===== config.mk =====
export PLATFORM = sky130hd
export DESIGN_NAME = pic_frame_loader
export DESIGN_NICKNAME = d
export VERILOG_FILES = /design/src/rtl/pic_frame_loader.sv
export SDC_FILE = /design/constraint.sdc
export NUM_CORES = 1
export LEC_CHECK = 0
export BUFFER_PORTS_ARGS = -buffer_cell sky130_fd_sc_hd__buf_4
export CAP_MARGIN = 10
export CELL_PAD_IN_SITES_DETAIL_PLACEMENT = 1
export CELL_PAD_IN_SITES_GLOBAL_PLACEMENT = 1
export CORE_UTILIZATION = 40
export CTS_CLUSTER_DIAMETER = 200
export DETAILED_ROUTE_END_ITERATION = 10
export PLACE_DENSITY = 0.79
export SYNTH_ARGS = -nofsm -noshare
export SYNTH_HDL_FRONTEND = slang
export SYNTH_SLANG_ARGS = --single-unit

===== constraint.sdc =====
create_clock -name vga_clk -period 2.3 [get_ports vga_clk]
set_input_delay 0.46 -clock vga_clk [delete_from_list [all_inputs] [get_ports vga_clk]]
set_output_delay 0.46 -clock vga_clk [all_outputs]
set_load 0.01 [all_outputs]

===== src/rtl/pic_frame_loader.sv =====
`default_nettype none
// ============================================================================
// Module   : pic_frame_loader
// Brief    : Assembles a byte stream into RGB565 pixels and writes them to the
//            picture RAM in raster order. Define PIC_LOADER_DBUF_EN for
//            double buffering with bank swap during vertical blanking.
// Revision : 1.0 - initial release
// ============================================================================
module pic_frame_loader #(
    parameter int PIC_SIZE = 156000,
    parameter int ADDR_W   = 19,
    parameter int TIMEOUT  = 50000
) (
    input  logic              vga_clk,
    input  logic              rst,
    input  logic              rx_valid,
    input  logic [7:0]        rx_data,
    input  logic              vblank,
    output logic              wr_en,
    output logic [ADDR_W-1:0] wr_addr,
    output logic [15:0]       wr_data,
    output logic              disp_bank,
    output logic              busy,
    output logic              frame_done,
    output logic              err
);

    typedef enum logic [1:0] {
        S_IDLE = 2'd0,
        S_LO   = 2'd1,
        S_HI   = 2'd2,
        S_SWAP = 2'd3
    } state_t;

    localparam logic [ADDR_W-1:0] C_PIC_LAST = ADDR_W'(PIC_SIZE - 1);
    localparam logic [15:0]       C_TO_LAST  = 16'(TIMEOUT - 1);

    state_t              state_q, state_d;
    logic [ADDR_W-1:0]   pix_cnt_q, pix_cnt_d;
    logic [7:0]          hi_q, hi_d;
    logic [15:0]         timer_q, timer_d;
    logic                bank_q, bank_d;
    logic                wr_en_q, wr_en_d;
    logic [ADDR_W-1:0]   wr_addr_q, wr_addr_d;
    logic [15:0]         wr_data_q, wr_data_d;
    logic                busy_q, busy_d;
    logic                fd_q, fd_d;
    logic                err_q, err_d;

    logic [ADDR_W-1:0]   w_base;
    logic                w_swap_go;
    logic                w_bank_next;
    logic [15:0]         w_timer_inc;
    logic                w_timeout;

`ifdef PIC_LOADER_DBUF_EN
    localparam logic [ADDR_W-1:0] C_BANK1_BASE = ADDR_W'(PIC_SIZE);
    // The hidden bank is the one not being displayed.
    assign w_base      = bank_q ? '0 : C_BANK1_BASE;
    assign w_swap_go   = vblank;
    assign w_bank_next = ~bank_q;
`else
    logic w_unused_vblank;
    assign w_unused_vblank = vblank;
    assign w_base      = '0;
    assign w_swap_go   = 1'b1;
    assign w_bank_next = 1'b0;
`endif

    assign w_timer_inc = timer_q + 16'd1;
    assign w_timeout   = (w_timer_inc == C_TO_LAST);

    always_ff @(posedge vga_clk or negedge rst) begin
        if (!rst) begin
            state_q   <= S_IDLE;
            pix_cnt_q <= '0;
            hi_q      <= '0;
            timer_q   <= '0;
            bank_q    <= 1'b0;
            wr_en_q   <= 1'b0;
            wr_addr_q <= '0;
            wr_data_q <= '0;
            busy_q    <= 1'b0;
            fd_q      <= 1'b0;
            err_q     <= 1'b0;
        end else begin
            state_q   <= state_d;
            pix_cnt_q <= pix_cnt_d;
            hi_q      <= hi_d;
            timer_q   <= timer_d;
            bank_q    <= bank_d;
            wr_en_q   <= wr_en_d;
            wr_addr_q <= wr_addr_d;
            wr_data_q <= wr_data_d;
            busy_q    <= busy_d;
            fd_q      <= fd_d;
            err_q     <= err_d;
        end
    end

    always_comb begin
        state_d   = state_q;
        pix_cnt_d = pix_cnt_q;
        hi_d      = hi_q;
        timer_d   = timer_q;
        bank_d    = bank_q;
        wr_en_d   = 1'b0;
        wr_addr_d = wr_addr_q;
        wr_data_d = wr_data_q;
        fd_d      = 1'b0;
        err_d     = 1'b0;

        case (state_q)
            S_IDLE: begin
                timer_d = '0;
                if (rx_valid) begin
                    hi_d      = rx_data;
                    pix_cnt_d = '0;
                    state_d   = S_LO;
                end
            end
            S_LO: begin
                if (rx_valid) begin
                    timer_d   = '0;
                    wr_en_d   = 1'b1;
                    wr_addr_d = w_base + pix_cnt_q;
                    wr_data_d = {hi_q, rx_data};
                    if (pix_cnt_q == C_PIC_LAST) begin
                        state_d = S_SWAP;
                    end else begin
                        pix_cnt_d = pix_cnt_q + 1'b1;
                        state_d   = S_HI;
                    end
                end else if (w_timeout) begin
                    err_d     = 1'b1;
                    timer_d   = '0;
                    pix_cnt_d = '0;
                    state_d   = S_IDLE;
                end else begin
                    timer_d = w_timer_inc;
                end
            end
            S_HI: begin
                if (rx_valid) begin
                    timer_d = '0;
                    hi_d    = rx_data;
                    state_d = S_LO;
                end else if (w_timeout) begin
                    err_d     = 1'b1;
                    timer_d   = '0;
                    pix_cnt_d = '0;
                    state_d   = S_IDLE;
                end else begin
                    timer_d = w_timer_inc;
                end
            end
            S_SWAP: begin
                // Bytes arriving before the swap completes are dropped.
                err_d = rx_valid;
                if (w_swap_go) begin
                    bank_d  = w_bank_next;
                    fd_d    = 1'b1;
                    state_d = S_IDLE;
                end
            end
            default: state_d = S_IDLE;
        endcase

        busy_d = (state_d != S_IDLE);
    end

    assign wr_en      = wr_en_q;
    assign wr_addr    = wr_addr_q;
    assign wr_data    = wr_data_q;
    assign disp_bank  = bank_q;
    assign busy       = busy_q;
    assign frame_done = fd_q;
    assign err        = err_q;

endmodule
`default_nettype wire


==> results of run 1 <==
[sequential cells by signal, summed over array words and instances (netlist names)]
| signal | flops |
|---|---|
| timer_q | 16 |
| frame_done | 1 |
| wr_en | 1 |
| wr_addr | 19 |
| hi_q | 8 |
| busy | 1 |
| wr_data | 16 |
| err | 1 |
| state_q | 2 |
| pix_cnt_q | 19 |
[placed cells by master (no fill, tap or decap), types with 5 or more instances in the layout]
cell / n
a21oi_1: 16
a21oi_2: 6
a22o_1: 5
a31oi_1: 10
a41oi_2: 5
and3_1: 7
buf_4: 122
buf_6: 6
clkbuf_8: 12
dfrtp_1: 77
dfrtp_2: 7
ha_1: 7
inv_1: 12
mux2_2: 41
nand2_1: 33
nand3_1: 15
nor2_1: 20
nor3_1: 6
o21ai_0: 18
o21ai_1: 7
xnor2_1: 5
[cells by family (layout without fill, tap and decap cells)]
kind of cell	Yosys count	after routing	synth area share
other cells	1	1	0.000867
buf+inv	37	159	0.0402
flops	84	84	0.486
compound gates	103	103	0.163
mux	44	44	0.114
simple gates	126	126	0.158
xor+xnor	7	7	0.0142
fa+ha+maj	8	8	0.0231
[report_power, final]
group / switching (uW) / internal, uW / leakage (uW)
registers: 206 / 1790 / 0.00110
logic: 1450 / 1180 / 0.00144
clock network: 560 / 588 / 0.000109
total: 2210 / 3560 / 0.00265
[per-stage QoR]
stage	setup WS (ps)	TNS [ps]	util
after CTS	-96.3	-787	0.542
final	-81.4	-584	0.566
after global routing	-179	-2670	0.566
after detailed placement	-343	-5290	0.511
after global placement	-194	-2690	0.511
after floorplan	31.1	0	-
[worst min path at each step]
stage | endpoint | cells past startpoint | slack, ps | from
2_1_floorplan | busy | 0 | 160 | rst
3_3_place_gp | wr_addr[7] | 2 | 470 | wr_addr[7]
3_5_place_dp | timer_q[2] | 1 | 480 | rst
4_1_cts | timer_q[4] | 1 | 90 | rst
5_1_grt | timer_q[4] | 1 | 80 | rst
6_report | timer_q[2] | 1 | 50 | rst
[repair_timing]
item	CTS	global route
setup endpoints to repair	33	34
hold buffers	0	0
resized for setup	21	47
buffers inserted	3	6
pin swaps	10	23
[layout make-up]
type	instances	share of cell area
clock buffer	12	0.0280
clock inverter	3	0.00743
inverter	14	0.00892
multi-input combinational	289	0.395
sequential	84	0.358
tap	136	0.0289
timing repair buffer	130	0.174
[per-layer routing]
layer / vias to the layer above / track usage
li1: 1745 / -
met1: 2047 / 0.306
met2: 123 / 0.430
met3: 32 / 0.0509
met4: 0 / 0.102
met5: - / 0
==> key figures, run 1 <==
Placed design
  – DP Area: 0.00533 mm^2
  – GPL Wtd Cong: 0.862
  – DP Cell Count: 646
  – IO Port Bufs: 49
  – HPWL Detailed: 8890 um

STA
  – FMAX: 420 MHz
  – Fin. max-slew vios: 0
  – Tmin final: 2380 ps
  – RSZ-0062 raised after global routing: true
  – Worst-Margin Slew: 591 ps
  – Period utilization: 1.04
  – Worst clock skew: 9.06 ps
  – Hold WS: 54.9 ps
  – Count of final hold-check violations: 0
  – Relative slew slack: 0.601
  – Setup violations, final: 13
  – Setup ws final: -81.4 ps

Power
  – Final Power: 5770 uW
  – P per Cell Area: 979 mW/mm^2
  – Leak: 0.00265 uW
  – Maximum vdd drop: 708 uV

Critical path
  – R2r startpoint: timer_q[0]
  – Setup Crit Path Kind: reg -> reg
  – Setup crit end: pix_cnt_q[2]
  – Crit Path Max Fanout: 5
  – Crit-path most repeated cell: buf_6
  – Crit path from: timer_q[0]
  – CP max-delay cell: dfrtp_2
  – Crit path capture type: flip-flop
  – CP max stage delay: 460 ps
  – CP arrival: 2640 ps
  – Delay-heaviest family, CP: compound AO/OA/AOI/OAI gates
  – Worst Setup Start Kind: flip-flop
  – Worst path cell trace: ha_4, buf_4, nor2b_2, o21ai_1, a221o_1, nor4_4, buf_6, a211o_4, buf_6, o2111a_1, nor2_1
  – Setup slack, reg-to-reg: -80 ps
  – Crit path buffers/inverters: 3
  – Crit. path cell count: 11
  – R2R depth: 11
  – Crit path required time: 2560 ps
  – Worst r2r dst: pix_cnt_q[2]

Clock tree
  – Sink Count: 84
  – Clk_lat worst skew: 370 ps
  – Max Buffers Root-to-Sink: 2
  – CTS buffer count: 9
  – H-tree levels: 3
  – Clock transition at the registers of the reported paths: 90 ps
  – Root Driver: clkbuf_8
  – CTS tree: done

Synth
  – Unique masters post-synth: 67
  – Post-Synthesis Cell Area: 0.00432 mm^2
  – Area contributors post-synth: dfrtp_1, mux2_2, nand2_1
  – Synthesis warning total: 0
  – Synthesized area per cell: 10.5 um^2
  – Synth async-reset ratio: 1.00
  – Post-Synthesis Cells: 410
  – Synth area leader: dfrtp_1
  – Top cells by count, synth: dfrtp_1, mux2_2, nand2_1
  – Post-Syn Nets: 430
  – Yosys reg bits: 84
  – Ys flop type: dfrtp_1
  – Most common cell in the netlist: dfrtp_1
  – Sequential-to-total area share from yosys stat: 0.486
  – Top-area cell type share of the netlist area: 0.486
  – Number of flops mapped to enable cells by yosys: 0

Detailed routing
  – Iter 0 DRT Violations: 266
  – Post-DR wirelength/cell: 20.9 um
  – DR pass1 iterations: 4
  – DR top layer: met4
  – DRT Wirelength: 14000 um
  – DR WL met2: 7360 um
  – DR vias/cell: 5.91
  – ANT nets after route: 0
  – DRC: 0
  – Met3 wire len: 616 um
  – Via count: 3947
  – Met1 WL: 5680 um

Floorplan
  – Die X: 106 um
  – Initial Util: 0.415
  – Row cnt: 37
  – Core Box Area: 0.0104 mm^2
  – Die Y: 106 um
  – I/O Pins: 52
  – Die ar.: 0.0112 mm^2

Finish
  – Post-route cell area: 0.00589 mm^2
  – Multi-input logic area: 0.00233 mm^2
  – Area Growth Syn to Fin: 36.3%
  – Final non-filler cell total: 668
  – Sequential standard cell area: 0.00211 mm^2
  – N_diodes: 0
  – Fill cells: 1141
  – Layout Nets: 548
  – Share of layout cells above drive strength 1: 0.453

GRT
  – First-pass GRT wire length: 21800 um
  – Largest net degree at the start of global routing: 48
  – Grt ovf: 0
  – Vias in the first global route: 4215
  – Gr usage total: 0.250
  – Antenna violations before repair: 0

Status
  – Violated checks: negative setup slack
  – Run status: complete, but fails checks

Hold path
  – Min-Delay Path Class: in -> async

Job
  – Max Cap Viol: 0
(Power assumes the default switching activity.)
==> run 2: changes to the inputs <==
==> config.mk (replaced) <==
export PLATFORM = sky130hd
export DESIGN_NAME = pic_frame_loader
export DESIGN_NICKNAME = d
export VERILOG_FILES = /design/src/rtl/pic_frame_loader.sv
export SDC_FILE = /design/constraint.sdc
export NUM_CORES = 1
export LEC_CHECK = 0
export CAP_MARGIN = 10
export CELL_PAD_IN_SITES_DETAIL_PLACEMENT = 1
export CELL_PAD_IN_SITES_GLOBAL_PLACEMENT = 1
export CORE_UTILIZATION = 40
export CTS_CLUSTER_DIAMETER = 200
export DETAILED_ROUTE_END_ITERATION = 10
export DONT_BUFFER_PORTS = 1
export PLACE_DENSITY = 0.73
export SYNTH_ARGS = -nofsm -noshare
export SYNTH_HDL_FRONTEND = slang
export SYNTH_SLANG_ARGS = --single-unit
==> key figures, run 2 (synthesis results as in run 1) <==
Status
  – Run status: complete, but fails checks
  – Violated checks: negative hold slack, negative setup slack

Critical path
  – Setup Crit Path Kind: reg -> reg
  – Crit Path Max Fanout: 4
  – CP arrival: 2710 ps
  – Crit path required time: 2600 ps
  – CP max-delay cell: dfrtp_1
  – Worst path cell trace: ha_4, nand2_4, buf_6, a211o_1, a221oi_2, nor4_4, buf_6, a211o_4, buf_6, o2111a_1, nor2_1
  – Worst r2r dst: pix_cnt_q[14]
  – R2r startpoint: timer_q[0]
  – CP max stage delay: 430 ps
  – Setup slack, reg-to-reg: -110 ps
  – Crit path capture type: flip-flop
  – Worst Setup Start Kind: flip-flop
  – R2R depth: 11
  – Crit-path most repeated cell: buf_6

Floorplan
  – Core Box Area: 0.0104 mm^2
  – Die Y: 106 um
  – Row cnt: 37
  – Die X: 106 um
  – Die ar.: 0.0112 mm^2
  – Initial Util: 0.415
  – I/O Pins: 52

Job
  – Max Cap Viol: 0

STA
  – RSZ-0062 raised after global routing: true
  – Relative slew slack: 0.644
  – Hold WS: -228 ps
  – FMAX: 415 MHz
  – Count of final hold-check violations: 84
  – Worst-Margin Slew: 526 ps
  – Worst clock skew: 9.89 ps
  – Setup violations, final: 22
  – Setup ws final: -112 ps
  – Tmin final: 2410 ps
  – Period utilization: 1.05
  – Fin. max-slew vios: 0

Clock tree
  – Max Buffers Root-to-Sink: 2
  – CTS buffer count: 9
  – CTS tree: done
  – Clock transition at the registers of the reported paths: 90 ps
  – Sink Count: 84
  – Clk_lat worst skew: 370 ps
  – Root Driver: clkbuf_8
  – H-tree levels: 3

Power
  – P_int: 3180 uW
  – Maximum vdd drop: 654 uV
  – P per Cell Area: 965 mW/mm^2
  – Psw: 2050 uW
  – Clock network power share: 0.196
  – Comb power frac: 0.408
  – Leak: 0.00238 uW
  – Sequential share of power: 0.397
  – Final Power: 5230 uW
  – Sw Share: 0.392

Finish
  – Commonest non-fill, non-tap cell in the layout: dfrtp_1
  – N_diodes: 0
  – Most frequent cells in the layout: dfrtp_1, buf_4, mux2_2
  – Layout Utilization: 0.520
  – Area Growth Syn to Fin: 25.3%
  – Layout Nets: 498
  – Share of layout cells above drive strength 1: 0.379

Hold path
  – Min-Delay Path Class: in -> async

GRT
  – Most used routing layer: met2
  – First-pass GRT wire length: 20500 um
  – Antenna violations before repair: 0
  – Grt ovf: 0
  – Gr usage total: 0.236
  – Met2 Use GR: 0.400
  – Vias in the first global route: 3981
  – GRT met1 Usage: 0.299
  – Met3 usage: 0.0484
  – Largest net degree at the start of global routing: 85

Detailed routing
  – ANT nets after route: 0
  – DR vias/cell: 5.81
  – DR pass1 iterations: 4
  – Via count: 3597
  – DRC: 0
  – DRT Wirelength: 12500 um
  – Post-DR wirelength/cell: 20.2 um
  – Iter 0 DRT Violations: 130

Placed design
  – HPWL Detailed: 8510 um
  – GPL Wtd Cong: 0.892
  – Pre-CTS setup slack: -293 ps
  – IO Port Bufs: 0
==> run 2: changes by cell type in the layout (fill, tap and decap cells not counted), sizes merged <==
cell      before  now
clkinvlp       0    1
clkinv         3    5
clkbuf        12   11
buf          130   80
bufinv         1    0
==> run 2: critical path: cells and delay by family, from the launching register on <==
kind,cells,cell delay [ps]
flops,1,430
compound gates,4,1090
simple gates,3,240
fa+ha+maj,1,190
buf+inv,3,400
==> run 2: final cells by class <==
class / count / area, um^2
Sequential cell: 84 / 2100
Clock buffer: 11 / 151
Multi-Input combinational cell: 289 / 2280
Clock inverter: 5 / 35.0
Timing Repair Buffer: 80 / 623
Inverter: 14 / 52.6
Tap cell: 136 / 170
Fill cell: 1145 / 5000
==> run 2: power by group through the flow <==
stage / combinational, uW / clock (uW) / sequential, uW
2_1_floorplan: 1130 / 0 / 2070
3_3_place_gp: 1730 / 0 / 2090
3_5_place_dp: 1830 / 0 / 2110
4_1_cts: 2060 / 1030 / 2080
5_1_grt: 2300 / 1100 / 2110
6_report: 2130 / 1020 / 2070
==> run 2: worst max path at each step <==
stage,depth (start not counted),start,slack (ps),endpoint
4_1_cts,10,timer_q[1],-110,pix_cnt_q[14]
5_1_grt,11,timer_q[0],-210,pix_cnt_q[14]
2_1_floorplan,9,timer_q[1],30,pix_cnt_q[11]
3_3_place_gp,8,pix_cnt_q[0],-150,pix_cnt_q[12]
3_5_place_dp,7,pix_cnt_q[0],-290,pix_cnt_q[13]
6_report,11,timer_q[0],-110,pix_cnt_q[14]
==> run 2: routing by layer <==
metal | routed length (um) | vias up
li1 | - | 1643
met2 | 6260 | 64
met4 | 241 | 0
met3 | 469 | 23
met1 | 5560 | 1867
met5 | 0 | -
==> run 2: per-stage QoR <==
| stage | area [um^2] | cells | setup TNS, ps | hold slack (ps) |
|---|---|---|---|---|
| after CTS | 5340 | 618 | -1310 | -230 |
| after floorplan | 4340 | 410 | 0 | 164 |
| after global routing | 5420 | 619 | -3930 | -242 |
| final | 5420 | 619 | -1270 | -228 |
| after global placement | 4960 | 599 | -1200 | 168 |
| after detailed placement | 4960 | 599 | -3440 | 168 |
==> run 2: timing repair <==
action,4_1_cts,5_1_grt
gates cloned,1,0
hold endpoints to repair,84,84
pin swaps,26,9
gates resized for setup,42,15
setup buffers,2,1
endpoints found under the setup margin,34,34
==> run 3: changes to the inputs <==
--- a/config.mk
+++ b/config.mk
@@ -8,6 +8,7 @@
 export CAP_MARGIN = 10
 export CELL_PAD_IN_SITES_DETAIL_PLACEMENT = 1
 export CELL_PAD_IN_SITES_GLOBAL_PLACEMENT = 1
+export CORE_ASPECT_RATIO = 1.5
 export CORE_UTILIZATION = 40
 export CTS_CLUSTER_DIAMETER = 200
 export DETAILED_ROUTE_END_ITERATION = 10
==> key figures, run 3 (synthesis results as in run 1) <==
Floorplan
  – Die ar.: 0.0112 mm^2
  – Initial Util: 0.411
  – Row cnt: 46
  – Die Y: 129 um
  – I/O Pins: 52
  – Die X: 86.9 um
  – Core Box Area: 0.0105 mm^2

Power
  – P per Cell Area: 1000 mW/mm^2
  – Maximum vdd drop: 670 uV
  – Leak: 0.00237 uW

Finish
  – Layout Utilization: 0.527
  – Area Growth Syn to Fin: 28.4%
  – Multi-input logic area: 0.00232 mm^2
  – N_diodes: 0
  – Commonest non-fill, non-tap cell in the layout: dfrtp_1
  – Most frequent cells in the layout: dfrtp_1, buf_4, mux2_2
  – Sequential standard cell area: 0.00211 mm^2
  – Share of layout cells above drive strength 1: 0.378
  – Fill cells: 1133
  – Layout Nets: 494

GRT
  – Vias in the first global route: 3825
  – Grt ovf: 0
  – Largest net degree at the start of global routing: 85
  – Gr usage total: 0.230
  – Antenna violations before repair: 0
  – First-pass GRT wire length: 19400 um

STA
  – FMAX: 425 MHz
  – RSZ-0062 raised after global routing: true
  – Period utilization: 1.02
  – Fin. max-slew vios: 0
  – Worst-Margin Slew: 571 ps
  – Setup violations, final: 15
  – Relative slew slack: 0.614
  – Setup ws final: -50.5 ps
  – Tmin final: 2350 ps
  – Count of final hold-check violations: 84
  – Worst clock skew: 6.23 ps
  – Hold WS: -193 ps

Clock tree
  – CTS buffer count: 9
  – Sink Count: 84
  – Max Buffers Root-to-Sink: 2
  – CTS tree: done
  – Root Driver: clkbuf_16
  – Clk_lat worst skew: 340 ps
  – H-tree levels: 3
  – Clock transition at the registers of the reported paths: 70 ps

Critical path
  – Setup slack, reg-to-reg: -50 ps
  – Crit path from: timer_q[1]
  – Crit Path Max Fanout: 6
  – Setup Crit Path Kind: reg -> reg
  – R2r startpoint: timer_q[1]
  – Worst r2r dst: timer_q[8]
  – Crit path required time: 2520 ps
  – CP arrival: 2570 ps
  – Worst Setup Start Kind: flip-flop
  – Crit path capture type: flip-flop
  – R2R depth: 11

Detailed routing
  – Via count: 3570
  – DRT Wirelength: 12300 um
  – DRC: 0
  – ANT nets after route: 0
  – Post-DR wirelength/cell: 19.7 um
  – Iter 0 DRT Violations: 117
  – DR pass1 iterations: 4
  – DR vias/cell: 5.73

Status
  – Run status: complete, but fails checks
  – Violated checks: negative hold slack, negative setup slack

Placed design
  – HPWL Detailed: 8370 um
  – GPL Wtd Cong: 0.822
  – IO Port Bufs: 0

Hold path
  – Min-Delay Path Class: in -> async

Job
  – Max Cap Viol: 0
run 3: metal layers:
metal	vias to the layer above	wire (um)	global-route usage
met3	31	365	0.0401
met2	74	6820	0.420
met4	0	473	0.127
met5	-	0	0
li1	1637	-	-
met1	1828	4620	0.247
run 3: worst max path at each step:
stage	end	cells after the start
2_1_floorplan	pix_cnt_q[11]	9
3_3_place_gp	busy	7
3_5_place_dp	pix_cnt_q[4]	7
4_1_cts	pix_cnt_q[5]	8
5_1_grt	timer_q[7]	10
6_report	timer_q[8]	11
run 3: layout make-up:
class | instances | area share
Tap cell | 144 | 0.0325
Clock buffer | 9 | 0.0406
Multi-Input combinational cell | 289 | 0.418
Clock inverter | 7 | 0.0108
Inverter | 14 | 0.00947
Sequential cell | 84 | 0.380
Timing Repair Buffer | 76 | 0.108
run 3: power breakdown:
group	switching, uW	internal, uW	total, uW	leakage (uW)
Clock	645	747	1390	0.000137
Combinational	1180	917	2090	0.00113
Sequential	286	1790	2080	0.00110
run 3: worst max-delay path, cell delays in order (launching register included):
cell,delay (ps)
dfrtp_1,410
ha_4,200
buf_4,140
a21oi_1,120
and4_1,260
a221oi_4,80
nor4_4,400
buf_4,210
a21oi_4,70
buf_6,140
o21ai_1,100
a31oi_1,110
run 3: timing repair:
item,CTS,global route
cloned,1,0
setup endpoints to repair,34,34
resized for setup,27,35
pin swaps,15,26
endpoints found under the hold margin,84,84
buffers inserted,3,3
run 3: through the flow:
stage / area [um^2] / setup TNS [ps] / cells / total power (uW) / setup WS, ps
after floorplan: 4340 / 0 / 410 / 3190 / 31.1
after global placement: 4930 / -2490 / 600 / 3800 / -174
after detailed placement: 4930 / -4150 / 600 / 3900 / -273
after CTS: 5350 / -841 / 620 / 5430 / -68.0
after global routing: 5550 / -2680 / 623 / 5850 / -167
final: 5550 / -460 / 623 / 5560 / -50.5
